--- config.mk ---
export PLATFORM = sky130hd
export DESIGN_NAME = bk_cmd_feeder
export DESIGN_NICKNAME = d
export VERILOG_FILES = /design/src/rtl/bk_pkg.sv /design/src/rtl/bk_cmd_fifo.sv /design/src/rtl/bk_cmd_feeder.sv
export SDC_FILE = /design/constraint.sdc
export NUM_CORES = 1
export LEC_CHECK = 0
export BUFFER_PORTS_ARGS = -buffer_cell sky130_fd_sc_hd__buf_4
export CORE_ASPECT_RATIO = 0.5
export CORE_MARGIN = 3
export CORE_UTILIZATION = 62
export CTS_CLUSTER_DIAMETER = 120
export DETAILED_ROUTE_END_ITERATION = 6
export PLACE_DENSITY = 0.91
export SLEW_MARGIN = 20
export SYNTH_ARGS = -nofsm -noshare
export SYNTH_HDL_FRONTEND = slang
export SYNTH_SLANG_ARGS = --single-unit
--- constraint.sdc ---
create_clock -name clk -period 5.5 [get_ports clk]
set_input_delay 0.55 -clock clk [delete_from_list [all_inputs] [get_ports clk]]
set_output_delay 0.55 -clock clk [all_outputs]
set_load 0.01 [all_outputs]
--- src/rtl/bk_pkg.sv ---
// Shared types and constants for the bkProcessor command feeder.
package bk_pkg;

    localparam int CMD_W  = 7;
    localparam int DATA_W = 8;

    localparam logic [CMD_W-1:0] NOP_DEFAULT = 7'h00;

    typedef struct packed {
        logic [CMD_W-1:0]  cmd;
        logic [DATA_W-1:0] d1;
        logic [DATA_W-1:0] d2;
        logic [DATA_W-1:0] d3;
    } bk_cmd_t;

    typedef enum logic {
        IDLE,
        HOLD
    } feeder_state_t;

endpackage

--- src/rtl/bk_cmd_fifo.sv ---
// Synchronous FIFO of command packets; full/empty come from the occupancy count.
module bk_cmd_fifo
    import bk_pkg::*;
#(
    parameter int DEPTH = 4,
    localparam int AW = $clog2(DEPTH),
    localparam int CW = $clog2(DEPTH + 1)
) (
    input  logic          clk,
    input  logic          rst,
    input  logic          push,
    input  bk_cmd_t       din,
    input  logic          pop,
    input  logic          flush,
    output bk_cmd_t       dout,
    output logic          full,
    output logic          empty,
    output logic [CW-1:0] count
);

    bk_cmd_t       mem_q [DEPTH];
    logic [AW-1:0] wr_q, wr_d;
    logic [AW-1:0] rd_q, rd_d;
    logic [CW-1:0] cnt_q, cnt_d;
    logic          push_ok;
    logic          pop_ok;

    assign full  = (cnt_q == CW'(DEPTH));
    assign empty = (cnt_q == '0);
    assign count = cnt_q;
    assign dout  = mem_q[rd_q];

    // A full FIFO refuses pushes even when a pop frees a slot this cycle
    assign push_ok = rst && push && !full && !flush;
    assign pop_ok  = rst && pop && !empty && !flush;

    always_comb begin
        wr_d  = wr_q;
        rd_d  = rd_q;
        cnt_d = cnt_q + CW'(push_ok) - CW'(pop_ok);
        if (push_ok) wr_d = wr_q + AW'(1);
        if (pop_ok)  rd_d = rd_q + AW'(1);
        if (flush) begin
            wr_d  = '0;
            rd_d  = '0;
            cnt_d = '0;
        end
    end

    always_ff @(posedge clk) begin
        if (!rst) begin
            wr_q  <= '0;
            rd_q  <= '0;
            cnt_q <= '0;
        end else begin
            wr_q  <= wr_d;
            rd_q  <= rd_d;
            cnt_q <= cnt_d;
        end
    end

    always_ff @(posedge clk) begin
        if (push_ok) mem_q[wr_q] <= din;
    end

endmodule

--- src/rtl/bk_cmd_feeder.sv ---
// Queues command packets and issues each to bkProcessor for a fixed hold time.
module bk_cmd_feeder
    import bk_pkg::*;
#(
    parameter int               DEPTH     = 4,
    parameter int               ISSUE_GAP = 4,
    parameter logic [CMD_W-1:0] NOP_CMD   = NOP_DEFAULT,
    localparam int LW = $clog2(DEPTH + 1),
    localparam int GW = $clog2(ISSUE_GAP + 1)
) (
    input  logic              clk,
    input  logic              rst,
    input  logic              in_valid,
    output logic              in_ready,
    input  logic [CMD_W-1:0]  in_cmd,
    input  logic [DATA_W-1:0] in_d1,
    input  logic [DATA_W-1:0] in_d2,
    input  logic [DATA_W-1:0] in_d3,
    input  logic              halt,
    input  logic              flush,
    output logic [CMD_W-1:0]  cmdin,
    output logic [DATA_W-1:0] din_1,
    output logic [DATA_W-1:0] din_2,
    output logic [DATA_W-1:0] din_3,
    output logic              issue_pulse,
    output logic              busy,
    output logic [LW-1:0]     level
);

    feeder_state_t state_q, state_d;
    logic [GW-1:0] gap_q, gap_d;
    bk_cmd_t       out_q, out_d;
    logic          pulse_q, pulse_d;
    logic          pop;
    logic          full;
    logic          empty;
    bk_cmd_t       in_pkt;
    bk_cmd_t       head;
    bk_cmd_t       nop_pkt;

    assign in_pkt  = '{cmd: in_cmd, d1: in_d1, d2: in_d2, d3: in_d3};
    assign nop_pkt = '{cmd: NOP_CMD, d1: '0, d2: '0, d3: '0};
    assign in_ready = rst && !full;

    bk_cmd_fifo #(.DEPTH(DEPTH)) u_fifo (
        .clk   (clk),
        .rst   (rst),
        .push  (in_valid && in_ready),
        .din   (in_pkt),
        .pop   (pop),
        .flush (flush),
        .dout  (head),
        .full  (full),
        .empty (empty),
        .count (level)
    );

    always_comb begin
        state_d = state_q;
        gap_d   = gap_q;
        out_d   = out_q;
        pulse_d = 1'b0;
        pop     = 1'b0;
        unique case (state_q)
            IDLE: begin
                out_d = nop_pkt;
                if (!empty && !halt) begin
                    pop     = 1'b1;
                    out_d   = head;
                    pulse_d = 1'b1;
                    gap_d   = GW'(ISSUE_GAP - 1);
                    state_d = HOLD;
                end
            end
            HOLD: begin
                if (gap_q != '0) begin
                    gap_d = gap_q - GW'(1);
                end else if (!empty && !halt) begin
                    pop     = 1'b1;
                    out_d   = head;
                    pulse_d = 1'b1;
                    gap_d   = GW'(ISSUE_GAP - 1);
                end else begin
                    out_d   = nop_pkt;
                    state_d = IDLE;
                end
            end
        endcase
        if (flush) begin
            state_d = IDLE;
            gap_d   = '0;
            out_d   = nop_pkt;
            pulse_d = 1'b0;
            pop     = 1'b0;
        end
    end

    always_ff @(posedge clk) begin
        if (!rst) begin
            state_q <= IDLE;
            gap_q   <= '0;
            out_q   <= '{cmd: NOP_CMD, d1: '0, d2: '0, d3: '0};
            pulse_q <= 1'b0;
        end else begin
            state_q <= state_d;
            gap_q   <= gap_d;
            out_q   <= out_d;
            pulse_q <= pulse_d;
        end
    end

    assign cmdin       = out_q.cmd;
    assign din_1       = out_q.d1;
    assign din_2       = out_q.d2;
    assign din_3       = out_q.d3;
    assign issue_pulse = pulse_q;
    assign busy        = (state_q == HOLD) || (level != '0);

endmodule

* Word-level counts from Yosys, hierarchy flattened
Memories as Yosys holds them, arrays and structs flattened. A register that Yosys moved wholly into a read port is not among the register bits.
Cells that the tools add are included.
** Word-level totals
- Input port bits :: 36
- Register bits :: 43
- Output and inout bits :: 37
- Bits in writable memories :: 124
- Memories :: 1
** Cells by class
- Reductions and logical operators :: 18
- Bitwise logic cells :: 2
- Muxes and demuxes :: 16
- Equal/unequal tests :: 2
- $add $sub $neg :: 5
** Memories
- u_fifo.mem_q :: depth 4, width 31, rd ports 1, clocked after Yosys merged registers in 1, write ports 1, line bk_cmd_fifo.sv:21 : bk_cmd_t mem_q [DEPTH];
** Operators with widths (number)
- $mux W31 :: 2
- $pmux W31 S2 :: 1
- $logic_and A1 B1 Y1 :: 9
- $mux W1 :: 6
- $mux W3 :: 2
- $pmux W3 S2 :: 1
- $reduce_bool A3 Y1 :: 2
- $add A2 B1 Y2 const B :: 2
- $logic_not A1 Y1 :: 4
- $mux W2 :: 2
- $pmux W1 S2 :: 2
- $add A3 B1 Y3 :: 1
- $eq A3 B3 Y1 const B :: 1
- $logic_not A3 Y1 :: 1
- $sub A3 B1 Y3 :: 1
- $sub A3 B1 Y3 const B :: 1
- $ne A2 B2 Y1 const B :: 1
- $not A1 Y1 :: 2
- $reduce_or A2 Y1 :: 1
- $logic_or A1 B1 Y1 :: 1

* Logic depth before layout (Yosys ltp)
- Depth in word-level cells :: 12
- Gate-level depth with buffers :: 12
- Mapped depth without buffers :: 11

* By module
A second synthesis with hierarchy kept.
** Unflattened totals
- Cell total of the unflattened synthesis :: 314
- Area total of the unflattened synthesis :: 6207.2 µm²
** By module, submodules not included
- bk_cmd_fifo :: cells an instance 214, times used 1, area an instance 4963.5 µm²
- bk_cmd_feeder :: cells an instance 100, times used 1, area an instance 1243.7 µm²

* Least setup slack after synthesis
Ideal clock, no wire load.
- Path type :: input -> register
- Start point :: input flush
- End point :: register u_fifo.cnt_q[2], in the netlist u_fifo.count[2]
- Data required time :: 5385 ps
- Slack :: 2898 ps
- Path buffers :: 2
- Arrival :: 2487 ps
- Stages :: 11
- Path through :: nand2b_1 -> buf_6 -> a2111oi_4 -> buf_6 -> ha_1 -> inv_1 -> ha_1 -> fa_1 -> xnor2_1 -> xnor2_1 -> nor2_1
** On the way
- Longest elaborated chain between the ends :: 5
- Elaborated cells between the ends (all ways) :: 9
- Classes of those cells :: add/sub: 2; mux: 1; reduce/logical: 6
** Ends and longest elaborated chain
- start: declaration :: line bk_cmd_feeder.sv:20 : input logic flush,
- $mux W1
- $logic_and A1 B1 Y1 (2 in a row) :: line bk_cmd_fifo.sv:35 : assign pop_ok = rst && pop && !empty && !flush;
- $logic_and A1 B1 Y1 (*) :: line bk_cmd_fifo.sv:35
- net u_fifo.pop_ok :: line bk_cmd_fifo.sv:26 : logic pop_ok;
- $sub A3 B1 Y3 (*) :: line bk_cmd_fifo.sv:40 : cnt_d = cnt_q + CW'(push_ok) - CW'(pop_ok);
- end signal: assignment :: line bk_cmd_fifo.sv:58 : cnt_q <= cnt_d;
- end: declaration :: line bk_cmd_fifo.sv:24 : logic [CW-1:0] cnt_q, cnt_d;
Mark *: on every way through the listed nets, which the timed path passes. The rest lies on a longest branch.
A chain may end at the register's enable or synchronous reset.

* Final worst setup path
- Start point :: register u_fifo.cnt_q[2], in the netlist u_fifo.count[2]
- End point :: register u_fifo.cnt_q[2], in the netlist u_fifo.count[2]
** On the way
- Elaborated cells between the ends (all ways) :: 19
- Classes of those cells :: add/sub: 2; eq/ne: 1; mux: 4; reduce/logical: 12
** RTL lines
- $eq A3 B3 Y1 (*) :: line bk_cmd_fifo.sv:28 : assign full = (cnt_q == CW'(DEPTH));
- $logic_not A1 Y1 (*) :: line bk_cmd_fifo.sv:34, bk_cmd_feeder.sv:43
- $logic_and A1 B1 Y1 :: line bk_cmd_feeder.sv:43 : assign in_ready = rst && !full;
- $logic_and A1 B1 Y1 :: line bk_cmd_feeder.sv:48 : .push (in_valid && in_ready),
- $logic_and A1 B1 Y1 :: line bk_cmd_fifo.sv:34 : assign push_ok = rst && push && !full && !flush;
- $logic_and A1 B1 Y1 (*) (2 in a row) :: line bk_cmd_fifo.sv:34
- net u_fifo.push_ok :: line bk_cmd_fifo.sv:25 : logic push_ok;
- $add A3 B1 Y3 (*) :: line bk_cmd_fifo.sv:40
- $sub A3 B1 Y3 (*) :: line bk_cmd_fifo.sv:40
Marked as above.

==> impl_metrics.py <==
metrics = {
    "global_routing": {
        "gr-total-overflow": 0,
        "grt_pass1_wl_mm": 21.7,
        "grt_max_degree": 39,
        "antenna_found_initial": 0,
        "grt_usage_pct": 26.1,
        "grt_pass1_vias": 3635,
    },
    "worst_setup_path": {
        "cp_max_fo": 6,
        "crit_type": "register to register",
        "start_kind": "register",
        "worst_ep_arrival_time_ns": 2.76,
        "endpoint_kind": "register",
        "reg2reg_from": "u_fifo.count[2]",
        "startpoint": "u_fifo.count[2]",
        "ff2ff_path_depth": 7,
        "rrSetupSlack_ns": 3.05,
        "reg2reg_to": "u_fifo.count[2]",
        "required_ns": 5.80,
    },
    "timing": {
        "fmax_mhz": 408,
        "fin_crit_sh_pct": 44.6,
        "rsz0062_at_grt": "false",
        "setup_violations": 0,
        "tightest_slew_ns": 0.841,
        "max_slew_margin_pct": 42.5,
        "hold_ws_ns": 0.317,
        "slew_violations": 0,
        "period_needed_ns": 2.45,
        "hold_viol_final": 0,
        "fin_setup_tns_ns": 0,
        "fin_skew_ns": 0.00917,
    },
    "logic_synthesis": {
        "synth_top_family_by_area": "multiplexers",
        "synth_flop_cell": "edfxtp_1",
        "synth_top_area_share_pct": 59.7,
        "ys_ff_latch": 169,
        "yosysTopAreaCell": "edfxtp_1",
        "synth-adder-area-share_pct": 1.92,
        "synth_cell_types": 33,
        "netlist_area_mm2": 0.00624,
        "yosys.area_share.simple_pct": 2.67,
        "postSynthCellCount": 316,
        "ys_async_sr_fraction_pct": 0,
        "synth_edf_count": 124,
        "syn_area_per_cell_um2": 19.7,
        "synth_common_cells": "edfxtp_1 (124), dfxtp_1 (45), a32o_1 (31), mux4_2 (31), inv_1 (10)",
        "synth_compound_area_share_pct": 6.98,
        "synth_nets": 361,
        "yosys_warnings": 0,
        "synthXorXnorAreaFrac_pct": 0.281,
        "synth_mux_area_share_pct": 11.7,
        "synth_most_common_cell": "edfxtp_1",
        "synth-seq-area-share_pct": 74.1,
        "synthTopCellsByArea": "edfxtp_1 (60%), dfxtp_1 (14%), mux4_2 (11%)",
    },
    "cts": {
        "htreeDepth": 4,
        "cts_resized": 0,
        "clk_latency_ns": 0.43,
        "cts_root_buf": "clkbuf_16",
        "numCtsBuffers": 17,
        "hold_buffers": 0,
        "clkTransAtPathRegs_ns": 0.07,
        "cts_setup_buffers": 0,
        "cts_tree": "done",
        "clock_path_buffers": 2,
        "cts.sinks": 169,
    },
    "pwr": {
        "p_sw_uw": 555,
        "swShare_pct": 21.0,
        "pwr_density_cell_mw_per_mm2": 355,
        "irDropWorstVdd_uv": 207,
        "p_int_mw": 2.08,
        "p_seq_share_pct": 52.4,
        "p_leak_nw": 2.54,
        "p_clk_share_pct": 44.9,
        "combPwrFrac_pct": 2.7,
    },
    "drt": {
        "met3_length_um": 994,
        "firstDrtPassIters": 5,
        "ant_nets": 0,
        "drc": 0,
        "routed_via_density": 6.43,
        "wl_per_cell_um": 25.9,
        "top_layer": "met4",
        "wl_met1_mm": 5.45,
        "vias": 3457,
        "wl_mm": 14.0,
        "wl_met2_mm": 7.21,
        "drt-initial-drc-count": 401,
    },
    "floorplan": {
        "dieArea_mm2": 0.0114,
        "io_pins": 73,
        "die_h_um": 76.9,
        "row_count": 25,
        "start_util_pct": 65.0,
        "die_x_um": 148,
        "core_area_mm2": 0.00960,
    },
    "hold_path": {
        "min-delay-start": "in_cmd[0]",
        "hold_path_end": "u_fifo.mem_q[0][24]",
        "hp-class": "primary input to register",
        "worstHoldPathCells": 1,
    },
    "place": {
        "finalWeightedCongestion": 0.750,
        "dp_hpwl_mm": 7.42,
        "place_inst": 506,
        "portBuffers": 72,
    },
    "finish": {
        "final_cells": 538,
        "fin_nets": 435,
        "synthToLayoutAreaGrowth_pct": 19.2,
        "diodes": 0,
        "final_layout_size_suffix_gt1_share_pct": 36.0,
    },
    "run": {
        "maxCapViolations": 0,
    },
    "run_status": {
        "status": "finished clean",
    },
}
==> power groups by stage <==
stage	sequential (mW)	combinational, mW	clock (mW)
floorplan	1.41	0.0286	0
global placement	1.41	0.0621	0
detailed placement	1.41	0.0671	0
CTS	1.38	0.0696	1.19
global route	1.38	0.0756	1.24
finish	1.38	0.0701	1.18
==> registers in the layout (all words and copies together), names as in the netlist, named ones only <==
name          cells
din_2             8
din_3             8
u_fifo.rd_q       2
u_fifo.mem_q    124
state_q           1
u_fifo.count      3
cmdin             7
gap_q             3
issue_pulse       1
din_1             8
u_fifo.wr_q       2
==> placed cells by master, fill, tap and decap left out, types with 8 or more instances in the layout <==
cell type / netlist / layout
mux4_2: 31 / 31
buf_4: 0 / 74
inv_1: 10 / 10
dfxtp_1: 45 / 43
clkbuf_16: 0 / 17
edfxtp_1: 124 / 124
ha_1: 8 / 8
a32o_1: 31 / 31
==> worst max-delay path by stage <==
stage	end	slack (ns)	depth (start not counted)
final	u_fifo.count[2]	3.05	7
after global routing	u_fifo.count[2]	2.85	7
after CTS	u_fifo.count[2]	3.07	11
after detailed placement	u_fifo.count[2]	2.78	10
after global placement	u_fifo.count[2]	2.92	10
after floorplan	u_fifo.count[2]	2.90	11
==> critical path, stage by stage, from the launching register on <==
cell and delay, ns:
dfxtp_1 0.47, nor3b_1 0.59, nor3_1 0.23, ha_1 0.28
fa_1 0.39, xnor2_1 0.19, xnor2_1 0.14, nor2_1 0.05
==> cell type report <==
class	instances	area, µm²
sequential	169	4630
clock inverter	13	143
inverter	10	37.5
fill	472	2160
multi-input combinational	118	1470
tap	135	169
timing repair buffer	74	556
clock buffer	19	433
==> cells by family after synthesis <==
logic type               count (synthesis)
flip-flops                             169
AO/OA/AOI/OAI                           47
multiplexers                            34
buffers and inverters                   29
AND/OR/NAND/NOR                         26
adder cells (fa/ha/maj)                  9
XOR/XNOR                                 2
==> metrics by stage <==
stage / worst slack, ns / cell area, µm² / utilization [%] / total power, mW
CTS: 3.07 / 7440 / 77.4 / 2.64
detailed placement: 2.78 / 6860 / 71.5 / 1.48
finish: 3.05 / 7440 / 77.5 / 2.64
global route: 2.85 / 7440 / 77.5 / 2.70
global placement: 2.92 / 6860 / 71.5 / 1.47
floorplan: 2.90 / 6240 / - / 1.44
==> routing by layer <==
| layer | up-vias | GRT usage [%] |
|---|---|---|
| li1 | 1444 | - |
| met1 | 1770 | 34.2 |
| met2 | 212 | 44.1 |
| met3 | 31 | 5.67 |
| met4 | 0 | 9.59 |
| met5 | - | 0 |
Power figures use the tool's default switching activity.
